$ cat config.mk
export PLATFORM = sky130hd
export DESIGN_NAME = fifo_base_unpacker
export DESIGN_NICKNAME = d
export VERILOG_FILES = /design/src/rtl/dna_pkg.sv /design/src/rtl/base_shift_reg.sv /design/src/rtl/fifo_base_unpacker.sv
export SDC_FILE = /design/constraint.sdc
export NUM_CORES = 1
export LEC_CHECK = 0
export ABC_AREA = 1
export ABC_CLOCK_PERIOD_IN_PS = 2050
export CORE_UTILIZATION = 30
export CTS_BUF_LIST = sky130_fd_sc_hd__clkbuf_8
export DETAILED_ROUTE_END_ITERATION = 10
export SLEW_MARGIN = 20
export SYNTH_ARGS = -nofsm -noshare
export SYNTH_HDL_FRONTEND = slang
export SYNTH_SLANG_ARGS = --single-unit
$ cat constraint.sdc
create_clock -name clk -period 2.05 [get_ports clk]
set_input_delay 0.41 -clock clk [delete_from_list [all_inputs] [get_ports clk]]
set_output_delay 0.41 -clock clk [all_outputs]
set_load 0.01 [all_outputs]
$ cat src/rtl/dna_pkg.sv
// Shared nucleotide definitions for the sequence datapath: packed word
// geometry and the 2-bit base encoding.
package dna_pkg;

  localparam int DATA_W         = 16;
  localparam int SYM_W          = 2;
  localparam int BASES_PER_WORD = DATA_W / SYM_W;

  // 2-bit nucleotide encoding used on every symbol stream.
  typedef enum logic [1:0] {
    BASE_A = 2'b00,
    BASE_C = 2'b01,
    BASE_G = 2'b10,
    BASE_T = 2'b11
  } base_e;

endpackage

$ cat src/rtl/base_shift_reg.sv
// Serialising stage of the base unpacker: holds one packed word and emits its
// symbols MSB-first on a valid/ready stream, reloading from the prefetch slot
// on the last symbol so consecutive words stream without a bubble.
module base_shift_reg
  import dna_pkg::*;
#(
  parameter int DATA_W = dna_pkg::DATA_W,
  parameter int SYM_W  = dna_pkg::SYM_W
) (
  input  logic              clk,
  input  logic              rst,
  input  logic              pf_valid,
  input  logic [DATA_W-1:0] pf_data,
  input  logic              base_ready,
  output logic              load,
  output logic [SYM_W-1:0]  base_out,
  output logic              base_valid,
  output logic              base_last
);

  localparam int BPW   = DATA_W / SYM_W;
  localparam int CNT_W = $clog2(BPW + 1);

  logic [DATA_W-1:0] sr_q, sr_d;
  logic [CNT_W-1:0]  cnt_q, cnt_d;
  logic              xfer;

  assign base_out   = sr_q[DATA_W-1 -: SYM_W];
  assign base_valid = (cnt_q != '0);
  assign base_last  = (cnt_q == CNT_W'(1));
  assign xfer       = base_valid && base_ready;

  // Reload when empty, or when the final symbol leaves this very cycle.
  assign load = pf_valid && ((cnt_q == '0) || (base_last && xfer));

  // Next-state for the word register and remaining-symbol count.
  always_comb begin
    sr_d  = sr_q;
    cnt_d = cnt_q;
    if (load) begin
      sr_d  = pf_data;
      cnt_d = CNT_W'(BPW);
    end else if (xfer) begin
      if (cnt_q > CNT_W'(1)) begin
        sr_d  = sr_q << SYM_W;
        cnt_d = cnt_q - CNT_W'(1);
      end else begin
        cnt_d = '0;
      end
    end else begin
      sr_d  = sr_q;
      cnt_d = cnt_q;
    end
  end

  // Word and count registers; reset drops any partially emitted word.
  always_ff @(posedge clk or posedge rst) begin
    if (rst) begin
      sr_q  <= '0;
      cnt_q <= '0;
    end else begin
      sr_q  <= sr_d;
      cnt_q <= cnt_d;
    end
  end

endmodule

$ cat src/rtl/fifo_base_unpacker.sv
// Read-side consumer of the packed sequence FIFO. Pops one word at a time,
// absorbs the FIFO's one-cycle read latency into a single prefetch slot and
// hands words to base_shift_reg for MSB-first symbol streaming.
// Optional feature macro: UNPACK_BASE_COUNT_EN (saturating transfer counter
// on base_count; when undefined base_count is constant zero).
module fifo_base_unpacker
  import dna_pkg::*;
#(
  parameter int DATA_W = dna_pkg::DATA_W,
  parameter int SYM_W  = dna_pkg::SYM_W
) (
  input  logic              clk,
  input  logic              rst,
  input  logic              fifo_empty,
  input  logic [DATA_W-1:0] fifo_data,
  output logic              fifo_rd_en,
  output logic [SYM_W-1:0]  base_out,
  output logic              base_valid,
  input  logic              base_ready,
  output logic              base_last,
  output logic [31:0]       base_count
);

  logic              pending_q, pending_d;
  logic              pf_valid_q, pf_valid_d;
  logic [DATA_W-1:0] pf_q, pf_d;
  logic              load;

  // One read outstanding at most, and only into an empty prefetch slot.
  assign fifo_rd_en = !rst && !fifo_empty && !pending_q && !pf_valid_q;

  // Prefetch slot: capture the returning FIFO word, release it on load.
  // Capture and load never coincide since a read needs an empty slot.
  always_comb begin
    pending_d  = fifo_rd_en;
    pf_d       = pf_q;
    pf_valid_d = pf_valid_q;
    if (pending_q) begin
      pf_d       = fifo_data;
      pf_valid_d = 1'b1;
    end else if (load) begin
      pf_valid_d = 1'b0;
    end else begin
      pf_valid_d = pf_valid_q;
    end
  end

  // Read-tracking and prefetch registers; an in-flight read is dropped on reset.
  always_ff @(posedge clk or posedge rst) begin
    if (rst) begin
      pending_q  <= 1'b0;
      pf_valid_q <= 1'b0;
      pf_q       <= '0;
    end else begin
      pending_q  <= pending_d;
      pf_valid_q <= pf_valid_d;
      pf_q       <= pf_d;
    end
  end

  base_shift_reg #(
    .DATA_W (DATA_W),
    .SYM_W  (SYM_W)
  ) u_shift (
    .clk        (clk),
    .rst        (rst),
    .pf_valid   (pf_valid_q),
    .pf_data    (pf_q),
    .base_ready (base_ready),
    .load       (load),
    .base_out   (base_out),
    .base_valid (base_valid),
    .base_last  (base_last)
  );

`ifdef UNPACK_BASE_COUNT_EN
  logic [31:0] count_q, count_d;

  // Count accepted symbols, sticking at all-ones.
  always_comb begin
    count_d = count_q;
    if (base_valid && base_ready && (count_q != 32'hFFFF_FFFF)) begin
      count_d = count_q + 32'd1;
    end else begin
      count_d = count_q;
    end
  end

  // Transfer counter register.
  always_ff @(posedge clk or posedge rst) begin
    if (rst) begin
      count_q <= 32'd0;
    end else begin
      count_q <= count_d;
    end
  end

  assign base_count = count_q;
`else
  assign base_count = 32'd0;
`endif

endmodule
==> flow_metrics.tcl, run 1 <==
set metrics [dict create \
    ir_drop_uv 472 \
    clk_latency_ns 0.29 \
    area_growth_pct 13.1 \
    slowest_stage "clkdlybuf4s50_1" \
    r2r_cells 7 \
    crit_fanout 4 \
    cts-root-buf "clkbuf_8" \
    vias 1555 \
    ant_nets 0 \
    holdPathStages 1 \
    max_freq_mhz 494 \
    cts_tree "yes" \
    period_minus_slack_ns 2.02 \
    dr.pass1.iters 4 \
    vias_per_cell 4.10 \
    die-area_mm2 0.00747 \
    slowest_delay_ns 0.52 \
    cts_hold_buf 0 \
    synth_area_per_cell_um2 8.20 \
    routed_wire_length_per_instance_um 10.1 \
    clock_skew_ns 0.00595 \
    antenna_cells 0 \
    critPathArrivalTime_ns 1.61 \
    fp.dieW_um 86.5 \
    setup_slack_ns 0.0269 \
    maxSlewViolCount 0 \
    dp_cells 371 \
    nets 304 \
    place_congestion 0.765 \
    p_leak_uw 0.00129 \
    crit_required_ns 1.64 \
    power_density_mw_per_mm2 1390 \
    min_period_over_period_pct 98.7 \
    netlist_area_mm2 0.00214 \
    post-dp-hpwl_um 2580 \
    cp_cell_sequence "inv_2 -> ha_2 -> nand2_1 -> inv_1 -> clkdlybuf4s50_1" \
    htreeDepth 2 \
    crit_path_start_kind "flop" \
    final-setup-viol-count 0 \
    outcome "finished, final reports clean" \
    synthDistinctLibCells 27 \
    port_buffers 24 \
    final_common_cell "nand2_1" \
    hold_viol_final 0 \
    io_pins 57 \
    drive_gt1_share_pct 11.3 \
    crit_type "flop to output pin" \
    die-height_um 86.5 \
    final_cell_mix "nand2_1, dfrtp_1, nand3_1, conb_1, clkdlybuf4s50_1" \
    row_count 30 \
    hp-class "flop to flop" \
    gr-usage-all-layers_pct 11.5 \
    cap_violations 0 \
    start_util_pct 31.3 \
    grt_max_degree 39 \
    clock-sinks 38 \
    cts_made_buffers 5 \
    clockBufferDepth 2 \
    rsz0062_at_grt "yes" \
    final_cells 379 \
    grt_pass1_vias 1455 \
    clkTransAtPathRegs_ns 0.07 \
    finalWirelength_um 3840 \
    antenna_found_initial 0 \
    coreArea_mm2 0.00683 \
    remaining_drc_errors 0 \
    grt_pass1_wl_um 6760 \
    ys_seq_elements 38 \
    synthCells 261 \
    setup_tns_ns 0 \
    drt_iter0_markers 74 \
    seq_area_frac_synth_pct 44.4 \
    preCtsSetupSlack_ns -0.0859 \
    grt-ovfl-total 0 \
    endpoint_kind "output pin" \
    ys_warn_count 0 \
]
-- final cells by class --
cell class / count / area (µm²)
fillers: 736 / 4410
multi-input cells: 200 / 955
flip-flops and latches: 38 / 951
repair buffers: 27 / 262
well taps: 96 / 120
clock buffers: 6 / 82.6
inverters: 10 / 37.5
clock inverters: 2 / 12.5
-- path summary, 6_finish.rpt --
path	from	end	slack, ns
setup / recovery	u_shift.cnt_q[1]	base_last	0.03
hold / removal	pending_q	pending_q	0.46
setup reg to reg	pf_valid_q	u_shift.sr_q[3]	0.44
hold reg to reg	pending_q	pending_q	0.46
max in group asynchronous	rst	u_shift.cnt_q[3]	1.12
min in group asynchronous	rst	pending_q	0.58
-- registers in the layout (all words and copies together), names as in the netlist --
signal and count:
pending_q 1, pf_valid_q 1, u_shift.cnt_q 4, pf_q 16, u_shift.sr_q 16
-- where the power goes --
| group | leakage, µW | switching (µW) | total [µW] | internal [µW] |
|---|---|---|---|---|
| clock | 0.0000472 | 265 | 535 | 270 |
| sequential | 0.000487 | 203 | 1290 | 1080 |
| combinational | 0.000755 | 976 | 1530 | 558 |
-- per-stage QoR --
| step | cell area (µm²) | power (µW) | hold WS [ns] | utilization, % |
|---|---|---|---|---|
| after global routing | 2420 | 3680 | 0.488 | 35.4 |
| after detailed placement | 2300 | 2810 | 0.439 | 33.7 |
| final | 2420 | 3360 | 0.458 | 35.4 |
| after CTS | 2410 | 3370 | 0.459 | 35.2 |
| after floorplan | 2260 | 2600 | 0.442 | - |
| after global placement | 2300 | 2770 | 0.433 | 33.7 |
-- routing by layer --
layer,track usage [%],wire length (µm),share of wire [%]
met4,3.18,32,0.83
met5,0,0,0
met3,3.33,224,5.8
met1,16.0,1880,49
met2,17.3,1700,44
-- cell families after synthesis --
| logic type | count (synthesis) | share of synthesized area, % |
|---|---|---|
| other | 1 | 0.175 |
| buffers and inverters | 54 | 17.4 |
| AOI/OAI and AO/OA | 6 | 2.28 |
| adders and majority gates | 2 | 1.17 |
| and+or+nand+nor | 159 | 34.2 |
| DFF | 38 | 44.4 |
| xor gates and xnor gates | 1 | 0.409 |
-- critical path: cells and delay by family, from the launching register on --
| kind | cells | cell delay [ns] |
|---|---|---|
| flip-flops | 1 | 0.37 |
| AND/OR/NAND/NOR | 1 | 0.06 |
| buffers and inverters | 3 | 0.67 |
| adder cells (fa/ha/maj) | 1 | 0.22 |
-- timing repair --
item | CTS | global route
resized for setup | 3 | 4
cloned | 0 | 0
setup buffers | 0 | 0
endpoints found under the setup margin | 3 | 2
-- synth_stat cells --
| library cell | instances | area share, % |
|---|---|---|
| nand2_1 | 111 | 19 |
| dfrtp_1 | 38 | 44 |
| buf_4 | 36 | 13 |
| nand3_1 | 32 | 7.5 |
| inv_1 | 8 | 1.4 |
| nand2_4 | 6 | 3.2 |
| buf_2 | 2 | 0.47 |
| buf_6 | 2 | 1.1 |
| clkbuf_1 | 2 | 0.35 |
| clkinv_1 | 2 | 0.35 |
| ha_1 | 2 | 1.2 |
| nand2_2 | 2 | 0.58 |
| nand3_2 | 2 | 0.94 |
| o21ai_1 | 2 | 0.47 |
| o22ai_2 | 2 | 1.2 |
| and2_4 | 1 | 0.41 |
| buf_1 | 1 | 0.18 |
| buf_12 | 1 | 0.94 |
| conb_1 | 1 | 0.18 |
| nand3_4 | 1 | 0.82 |
| nor2_1 | 1 | 0.18 |
| nor2_4 | 1 | 0.53 |
| nor4_1 | 1 | 0.29 |
| o21ai_0 | 1 | 0.23 |
| o21ai_2 | 1 | 0.41 |
| or2_1 | 1 | 0.29 |
| xnor2_1 | 1 | 0.41 |
Power figures use the tool's default switching activity.
==> inputs of run 2 (changes only) <==
Settings changed: CORE_MARGIN set to 5, GPL_ROUTABILITY_DRIVEN set to 0.
==> run 2 against run 1 <==
Net effect:
- critical path depth is 1 lower
- cell count up 0.26%
- clock power shrank 9.5%
- first-iteration DRC count rose by 14%
- clock skew rose by 0.0021 ns
- sequential power is essentially flat
- cell area increased by 0.47%
- die area is 19% higher
- global-route usage shrank 1.1 points
- worst hold slack better by 0.015 ns
- largest power group unchanged
==> flow_metrics.tcl, run 2 (synthesized netlist as in run 1, its figures left out) <==
set metrics [dict create \
    outcome "finished, final reports clean" \
    slowest_delay_ns 0.52 \
    final_common_cell "nand2_1" \
    cts-root-buf "clkbuf_8" \
    remaining_drc_errors 0 \
    clk_latency_ns 0.29 \
    maxSlewViolCount 0 \
    hp-class "flop to flop" \
    vias_per_cell 4.09 \
    crit_fanout 5 \
    antenna_found_initial 0 \
    grt-ovfl-total 0 \
    crit_path_start_kind "flop" \
    pwr-share-comb_pct 47.2 \
    critPathArrivalTime_ns 1.56 \
    grt_max_degree 39 \
    die-area_mm2 0.00892 \
    rsz0062_at_grt "yes" \
    endpoint_kind "output pin" \
    p_seq_share_pct 38.4 \
    routed_wire_length_per_instance_um 11.1 \
    antenna_cells 0 \
    dp_cells 373 \
    ant_nets 0 \
    cts.repair.resized 3 \
    power.total_uw 3360 \
    cts_tree "yes" \
    cell_internal_pwr_uw 1910 \
    htreeDepth 2 \
    vias 1553 \
    cts_hold_buf 0 \
    grt_pass1_wl_um 7440 \
    fp.dieW_um 94.5 \
    r2r_setup_slack_ns 0.46 \
    start_util_pct 31.1 \
    row_count 30 \
    clkPwrFrac_pct 14.4 \
    ir_drop_uv 610 \
    r2r_cells 7 \
    clkTransAtPathRegs_ns 0.08 \
    multi_input_area_um2 965 \
    coreArea_mm2 0.00687 \
    finalWirelength_um 4230 \
    swShare_pct 43.2 \
    dr.pass1.iters 4 \
    crit_family "buffers and inverters" \
    cts_made_buffers 5 \
    top_regs "pf_q (16), u_shift.sr_q (16), u_shift.cnt_q (4)" \
    cap_violations 0 \
    r2r_end "u_shift.sr_q[3]" \
    slowest_stage "clkdlybuf4s50_1" \
    regArea_um2 951 \
    crit_required_ns 1.64 \
    nets 306 \
    clock_skew_ns 0.00805 \
    gr-usage-all-layers_pct 10.4 \
    cp_cell_sequence "nor2_4 -> nand2_1 -> inv_1 -> clkdlybuf4s50_1" \
    min_period_over_period_pct 96.3 \
    final_cell_mix "nand2_1, dfrtp_1, nand3_1, conb_1, clkdlybuf4s50_1" \
    timing.critical_path.buf_inv 2 \
    whs_endpoint "pf_q[1]" \
    p_leak_uw 0.00130 \
    clockBufferDepth 2 \
    hp-start "pf_q[1]" \
    grt_pass1_vias 1581 \
    final-setup-viol-count 0 \
    io_pins 57 \
    post-dp-hpwl_um 2880 \
    port_buffers 24 \
    hold_viol_final 0 \
    clock-sinks 38 \
    reg2reg_from "u_shift.cnt_q[0]" \
    crit_type "flop to output pin" \
    holdPathStages 2 \
    post_cts_buffers 0 \
    drt_iter0_markers 84 \
    max_freq_mhz 507 \
    die-height_um 94.5 \
    power_density_mw_per_mm2 1380 \
    area_growth_pct 13.6 \
    final_cells 380 \
    switching_power_uw 1450 \
    drive_gt1_share_pct 11.6 \
    fill_cells 745 \
    period_minus_slack_ns 1.97 \
]
-- run 2: how the worst max path moves through the flow --
stage	from	endpoint	cells past startpoint
4_1_cts	u_shift.cnt_q[0]	base_valid	4
2_1_floorplan	pf_valid_q	fifo_rd_en	3
5_1_grt	u_shift.cnt_q[2]	base_last	4
3_5_place_dp	rst	fifo_rd_en	3
6_report	u_shift.cnt_q[3]	base_last	4
3_3_place_gp	rst	fifo_rd_en	3
-- run 2: final cells by class --
class | count | area share [%]
Clock buffer | 5 | 2.83
Clock inverter | 2 | 0.412
Inverter | 10 | 1.54
Multi-Input combinational cell | 200 | 39.7
Sequential cell | 38 | 39.1
Tap cell | 96 | 4.94
Timing Repair Buffer | 29 | 11.5
-- run 2: worst min-delay path, stage by stage (launching register included) --
cell and delay, ns:
dfrtp_1 0.34, nand2_1 0.06, nand2_1 0.05
-- run 2: through the flow --
stage	utilization [%]	hold slack [ns]	cell area (µm²)	setup WS [ns]	setup TNS (ns)
2_1_floorplan	-	0.442	2260	0.429	0
3_3_place_gp	33.8	0.434	2320	-0.0776	-0.0776
3_5_place_dp	33.8	0.441	2320	-0.106	-0.106
4_1_cts	35.0	0.460	2410	-0.0494	-0.0948
5_1_grt	35.4	0.501	2430	-0.0246	-0.0246
6_report	35.4	0.473	2430	0.0763	0
-- run 2: layer usage --
layer  share of wire, %  vias up  GRT usage (%)
met1                 48      702           13.9
met2                 45       54           16.5
met3                6.4        5           2.15
li1                   -      792              -
met4                1.3        0           3.97
met5                  0        -              0
-- run 2: power groups by stage --
stage / sequential [µW] / clock (µW) / combinational [µW]
finish: 1290 / 484 / 1590
floorplan: 1230 / 0 / 1370
global route: 1340 / 535 / 1840
CTS: 1280 / 504 / 1570
global placement: 1280 / 0 / 1530
detailed placement: 1290 / 0 / 1560
